==> config.mk <==
export PLATFORM = sky130hd
export DESIGN_NAME = mem_port
export DESIGN_NICKNAME = d
export VERILOG_FILES = /design/src/rtl/mem_port.sv
export SDC_FILE = /design/constraint.sdc
export NUM_CORES = 1
export LEC_CHECK = 0
export CAP_MARGIN = 15
export CORE_MARGIN = 2
export CORE_UTILIZATION = 42
export DETAILED_ROUTE_END_ITERATION = 8
export PLACE_DENSITY = 0.84
export SYNTH_ARGS = -nofsm -noshare
export SYNTH_HDL_FRONTEND = slang
export SYNTH_SLANG_ARGS = --single-unit
==> constraint.sdc <==
create_clock -name clock -period 2.4 [get_ports clock]
set_input_delay 0.48 -clock clock [delete_from_list [all_inputs] [get_ports clock]]
set_output_delay 0.48 -clock clock [all_outputs]
set_load 0.02 [all_outputs]
==> src/rtl/mem_port.sv <==
// rtl/mem_port.sv - byte-serial load/store initiator for the single-port data memory
// Optional feature: MEMPORT_BOUNDS_CHECK_EN rejects bursts that would run past the top address.
module mem_port #(
    parameter int ADDR_W = 8,
    parameter int DATA_W = 8,
    parameter int LEN_W  = 3
) (
    input  logic              clock,
    input  logic              reset_n,
    input  logic              cmd_valid,
    output logic              cmd_ready,
    input  logic              cmd_write,
    input  logic [ADDR_W-1:0] cmd_addr,
    input  logic [LEN_W-1:0]  cmd_len,
    input  logic              wr_valid,
    output logic              wr_ready,
    input  logic [DATA_W-1:0] wr_data,
    output logic              rd_valid,
    input  logic              rd_ready,
    output logic [DATA_W-1:0] rd_data,
    output logic              rd_last,
    output logic              busy,
    output logic              err,
    output logic              mem_we,
    output logic [ADDR_W-1:0] mem_addr,
    output logic [DATA_W-1:0] mem_wdata,
    input  logic [DATA_W-1:0] mem_rdata
);

    typedef enum logic [1:0] {
        IDLE  = 2'd0,
        WRITE = 2'd1,
        READ  = 2'd2
    } state_t;

    localparam logic [ADDR_W-1:0] ADDR_ONE = {{(ADDR_W-1){1'b0}}, 1'b1};
    localparam logic [LEN_W-1:0]  LEN_ONE  = {{(LEN_W-1){1'b0}}, 1'b1};

    state_t            state;
    state_t            state_nxt;
    logic [ADDR_W-1:0] cur_addr;
    logic [LEN_W-1:0]  beats_left;
    logic              accept;
    logic              cmd_oob;
    logic              last_beat;
    logic              wr_beat;
    logic              rd_advance;

    assign accept    = cmd_valid && cmd_ready;
    assign last_beat = (beats_left == '0);
    assign mem_addr  = cur_addr;
    assign mem_wdata = wr_data;

`ifdef MEMPORT_BOUNDS_CHECK_EN
    // The carry out of start+len means the last beat would land past the top address.
    logic [ADDR_W:0] end_addr;
    assign end_addr = {1'b0, cmd_addr} + {{(ADDR_W+1-LEN_W){1'b0}}, cmd_len};
    assign cmd_oob  = end_addr[ADDR_W];
`else
    assign cmd_oob  = 1'b0;
`endif

    always_ff @(posedge clock or negedge reset_n) begin
        if (!reset_n) begin
            state <= IDLE;
        end else begin
            state <= state_nxt;
        end
    end

    always_comb begin
        state_nxt  = state;
        cmd_ready  = 1'b0;
        wr_ready   = 1'b0;
        mem_we     = 1'b0;
        busy       = 1'b1;
        wr_beat    = 1'b0;
        rd_advance = 1'b0;
        case (state)
            IDLE: begin
                cmd_ready = 1'b1;
                busy      = 1'b0;
                if (cmd_valid && !cmd_oob) begin
                    state_nxt = cmd_write ? WRITE : READ;
                end
            end
            WRITE: begin
                wr_ready = 1'b1;
                mem_we   = wr_valid;
                wr_beat  = wr_valid;
                if (wr_valid && last_beat) begin
                    state_nxt = IDLE;
                end
            end
            READ: begin
                // A beat may only be fetched once the output register is free or being drained.
                rd_advance = !rd_valid || rd_ready;
                if (rd_advance && last_beat) begin
                    state_nxt = IDLE;
                end
            end
            default: begin
                state_nxt = IDLE;
                busy      = 1'b0;
            end
        endcase
    end

    always_ff @(posedge clock or negedge reset_n) begin
        if (!reset_n) begin
            cur_addr   <= '0;
            beats_left <= '0;
            err        <= 1'b0;
        end else begin
            err <= accept && cmd_oob;
            if (accept && !cmd_oob) begin
                cur_addr   <= cmd_addr;
                beats_left <= cmd_len;
            end else if (wr_beat || rd_advance) begin
                cur_addr   <= cur_addr + ADDR_ONE;
                beats_left <= beats_left - LEN_ONE;
            end
        end
    end

    // Read output register; a held byte survives into IDLE until the consumer takes it.
    always_ff @(posedge clock or negedge reset_n) begin
        if (!reset_n) begin
            rd_valid <= 1'b0;
            rd_data  <= '0;
            rd_last  <= 1'b0;
        end else if (rd_advance) begin
            rd_valid <= 1'b1;
            rd_data  <= mem_rdata;
            rd_last  <= last_beat;
        end else if (rd_valid && rd_ready) begin
            rd_valid <= 1'b0;
        end
    end

endmodule

; ---- Word-level counts from Yosys, hierarchy flattened
; Index checks and enable logic that the tools add are counted.
[word_totals]
ff_bits = 23
output_inout_bits = 31
[classes]
addsub = 2
n_eq_ne = 5
muxes = 16
n_reduce_logical = 13
[op_table]
columns = cell, n
row1 = 2-to-1 mux 8 bit, 2
row2 = "adder 8 x 1 -> 8 bit, second input constant", 1
row3 = 2-to-1 mux 2 bit, 4
row4 = 2-to-1 mux 1 bit, 7
row5 = 2-to-1 mux 3 bit, 2
row6 = "!= test 2 bit, second input constant", 3
row7 = case mux 2 bit (3 select lines), 1
row8 = logical AND 1 bit, 4
row9 = nonzero test 2 bit, 2
row10 = logical NOT 3 bit, 1
row11 = AND reduction 3 bit, 1
row12 = "subtractor 3 x 1 -> 3 bit, second input constant", 1
row13 = "equality test 2 x 1 -> 1 bit, second input constant", 1
row14 = "equality test 2 bit, second input constant", 1
row15 = logical NOT 2 bit, 1
row16 = logical OR 1 bit, 2
row17 = OR reduction 2 bit, 1
row18 = logical NOT 1 bit, 1

; ---- Logic depth before layout (Yosys ltp)
[depth]
depth_word = 6
mapped_depth = 7
depth_no_buf = 6

; ---- Least setup slack after synthesis
; OpenSTA, ideal clock, no wires.
[synth_path]
kind = flip-flop to flip-flop
start = register state[1]
end = register cur_addr[7], in the netlist mem_addr[7]
t_arrival_ns = 1.701
required_ns = 2.318
path_slack_ns = 0.617
stages_incl_launch_ff = 7
synth_period_minus_slack_ns = 1.783
path_cell_list = dfrtp_1 > inv_1 > ha_1 > and2_4 > a21oi_4 > or4_1 > a31oi_1
[synth_via]
elab_chain_cells = 4
elab_cells_between_ends = 10
classes_between = eq/ne (2) / mux (4) / reduce/logical (4)
[synth_rtl]
columns = item, line_no
row1 = start: declaration, 39  ; state_t state;
row2 = start signal: assignment, 67  ; state <= state_nxt;
row3 = equality test 2 x 1 -> 1 bit, n/a
row4 = 2-to-1 mux 1 bit, n/a
row5 = via mem_we, 24  ; output logic mem_we,
row6 = logical OR 1 bit, 119  ; end else if (wr_beat || rd_advance) begin
row7 = nonzero test 2 bit (no source line), n/a
row8 = end signal: assignment, 117  ; cur_addr <= cmd_addr;
row9 = end signal: assignment, 120  ; cur_addr <= cur_addr + ADDR_ONE;
row10 = end: declaration, 41  ; logic [ADDR_W-1:0] cur_addr;
; The timed path passes the listed nets, and every way through them passes these cells.
; A chain may end at the register's enable or synchronous reset.

; ---- Final worst setup path
[layout_path]
start = register state[1]
end = output port mem_we
[layout_via]
elab_chain_cells = 2
[layout_rtl]
columns = item, line_no
row1 = equality test 2 x 1 -> 1 bit, 79  ; case (state)
row2 = 2-to-1 mux 1 bit, 79
row3 = end: declaration, 24
; Every way passes these cells.

==> reports/metrics.yaml <==
floorplanning:
  core_area_um2: 2780
  initial_utilization: 0.449
  dieArea_um2: 3430
  num_io_pins: 64
  rows: 19
  die_h_um: 58.5
  die_x_um: 58.5
clock_network:
  htree_num_levels: 1
  cts_buffers: 3
  cts_tree: "built"
  ctsResizeCount: 0
  clock_latency_ps: 310
  cts_root_buffer: "clkbuf_4"
  clkSlewWorstSetupHoldPaths_ps: 130
  clockBufferDepth: 2
  cts_setup_buffers: 0
  clkSinkCount: 23
  hold_buffers: 0
final_layout:
  seqCellArea_um2: 576
  diodes: 0
  drive_above_1_share: 0.110
  final_nets: 203
  area_growth_syn_to_layout_pct: 36.7
  multi_input_area_um2: 564
  nFillCells: 230
pwr:
  p_clk_frac: 0.083
  power_density_nw_per_um2: 1270
  intPower_mw: 1.27
  p_sw_mw: 0.903
  peakVddDrop_mv: 0.809
  p_sw_frac: 0.415
  pwr-share-seq: 0.333
  power.share.combinational: 0.584
  p_leak_nw: 0.706
route:
  routed_wl_mm: 2.61
  dr.first_iter.drc_count: 15
  vias: 1032
  vias_per_cell: 5.32
  drc: 0
  first_pass_iters: 4
  ant_nets: 0
  drt-wirelength-per-cell_um: 13.4
sta:
  finalSetupTns_ps: 0
  rsz0062_at_grt: "no"
  slew_viol_final: 0
  fin_crit_sh: 0.968
  setup_viol_count_final: 0
  worst_clock_skew_ps: 6.91
  hold_violations: 0
  fmax_mhz: 431
  period_needed_ps: 2320
  hold_slack_ps: 508
worst_setup_path:
  path_cells: "inv_1 -> ha_1 -> and2_4 -> clkdlybuf4s50_1"
  reg2reg_setup_slack_ps: 600
  cp_max_fo: 4
  rr_endpoint: "mem_addr[7]"
  cp-start-kind: "flop"
  worst_ep_required_time_ps: 1920
  cp-end-kind: "output pin"
  reg2reg_depth: 6
  worst_path_largest_cell_delay_ps: 600
  critical_path_arrival_ps: 1840
  path_class: "flop to output pin"
  reg2reg_from: "state[1]"
  cp_slowest_cell: "clkdlybuf4s50_1"
global_routing:
  grt_max_degree: 24
  grt_usage: 0.152
  first_global_vias: 931
  antenna_found_initial: 0
  grt.overflow.total: 0
  grt_pass1_wl_mm: 4.01
logic_synthesis:
  synth_cells: 123
  synth-edff-count: 0
  synth.distinct_cells: 29
  synth_top_area_cell: "dfrtp_1"
  synth_area_leaders: "dfrtp_1 (46%), mux2_2 (9.0%), buf_4 (6.0%)"
  synth.avg_cell_area_um2: 10.2
  synthFlopType: "dfrtp_1"
  netlist.area_leader.share: 0.461
  async_flop_share: 1.00
  ys_seq_area_frac: 0.461
  ys_seq_elements: 23
  yosysWarnings: 0
  syn_nets: 162
  synth_area_um2: 1250
place:
  io_buffers: 46
  dp_hpwl_mm: 2.04
  gp_congestion: 0.773
outcome:
  status: "completed"
min_path:
  hold_path.class: "input pin to asynchronous set/reset pin"
run:
  maxCapViolCount: 0
==> area by class of cell <==
| cell class | instances | area share |
|---|---|---|
| Tap cell | 31 | 0.0227 |
| Clock buffer | 4 | 0.0154 |
| Sequential cell | 23 | 0.337 |
| Inverter | 7 | 0.0154 |
| Multi-Input combinational cell | 81 | 0.331 |
| Timing Repair Buffer | 48 | 0.279 |
==> kinds of logic (layout without fill, tap and decap cells) <==
family | count (synthesis) | in the layout | synth area share
AOI/OAI and AO/OA | 21 | 21 | 0.110
xor gates and xnor gates | 2 | 2 | 0.0140
adders and majority gates | 6 | 6 | 0.0601
buffers and inverters | 19 | 59 | 0.0872
DFF | 23 | 23 | 0.461
muxes | 12 | 12 | 0.106
other | 1 | 1 | 0.00300
and+or+nand+nor | 39 | 39 | 0.158
==> flip-flops by register name (all words and copies together) (netlist names) <==
register,count
state,2
mem_addr,8
rd_valid,1
rd_last,1
beats_left,3
rd_data,8
==> how the worst max path moves through the flow <==
stage | start | end | slack, ps | depth (start not counted)
CTS | state[1] | mem_we | 90 | 4
global placement | wr_valid | mem_we | 220 | 3
finish | state[1] | mem_we | 80 | 4
floorplan | state[1] | mem_addr[7] | 620 | 6
global route | state[1] | mem_we | 20 | 4
detailed placement | wr_valid | mem_we | 200 | 3
==> metrics by stage <==
step	cells	utilization	power [mW]	setup WS, ps	area [um^2]
global route	194	0.614	2.33	17.9	1710
floorplan	123	-	1.50	617	1250
detailed placement	190	0.604	2.02	202	1680
finish	194	0.614	2.17	78.0	1710
CTS	194	0.614	2.19	91.8	1710
global placement	190	0.604	1.96	222	1680
==> synth_stat cells, types with 2 or more instances <==
cell type  count
nand2_1       11
clkbuf_1       2
nor2b_1        2
a21oi_1        2
or3_1          6
a31oi_1        7
dfrtp_1       23
inv_1          7
buf_4         10
mux2i_1        2
ha_1           6
and2_1         2
nand4_1        3
mux2_2        10
nor2_1        10
o21ai_0        7
==> layer usage <==
metal / routed length, um / track usage / vias up
met5: 0 / 0 / -
met4: 48 / 0.0698 / 0
met3: 237 / 0.0198 / 8
met2: 1260 / 0.265 / 47
met1: 1060 / 0.186 / 479
li1: - / - / 498
==> critical path, delay by kind of cell, from the launching register on <==
family / cells / cell delay [ps]
buffers and inverters: 2 / 700
flip-flops: 1 / 440
adder cells (fa/ha/maj): 1 / 210
AND/OR/NAND/NOR: 1 / 180
==> placed cells by master, fill, tap and decap left out, drive strengths merged <==
cell and n:
conb 1, o211ai 1, a21oi 3, dfrtp 23, nand4 3, clkdlybuf4s50 46, nand2 11, buf 2
nor2 10, mux2i 2, or3 6, nor2b 2, xnor2 1, o221ai 1, o311ai 1, and2 3
o21ai 7, a31oi 7, inv 7, or4 1, mux2 10, nand3 1, ha 6, xor2 1
or2b 1, clkbuf 4, nand2b 1, o31ai 1
==> power groups by stage <==
stage | Sequential (mW) | Combinational (mW) | Clock (mW)
floorplan | 0.901 | 0.603 | 0
global placement | 0.719 | 1.24 | 0
detailed placement | 0.735 | 1.28 | 0
CTS | 0.726 | 1.28 | 0.180
global route | 0.753 | 1.38 | 0.198
finish | 0.725 | 1.27 | 0.179
No activity file was read; power rests on OpenSTA's default activity.
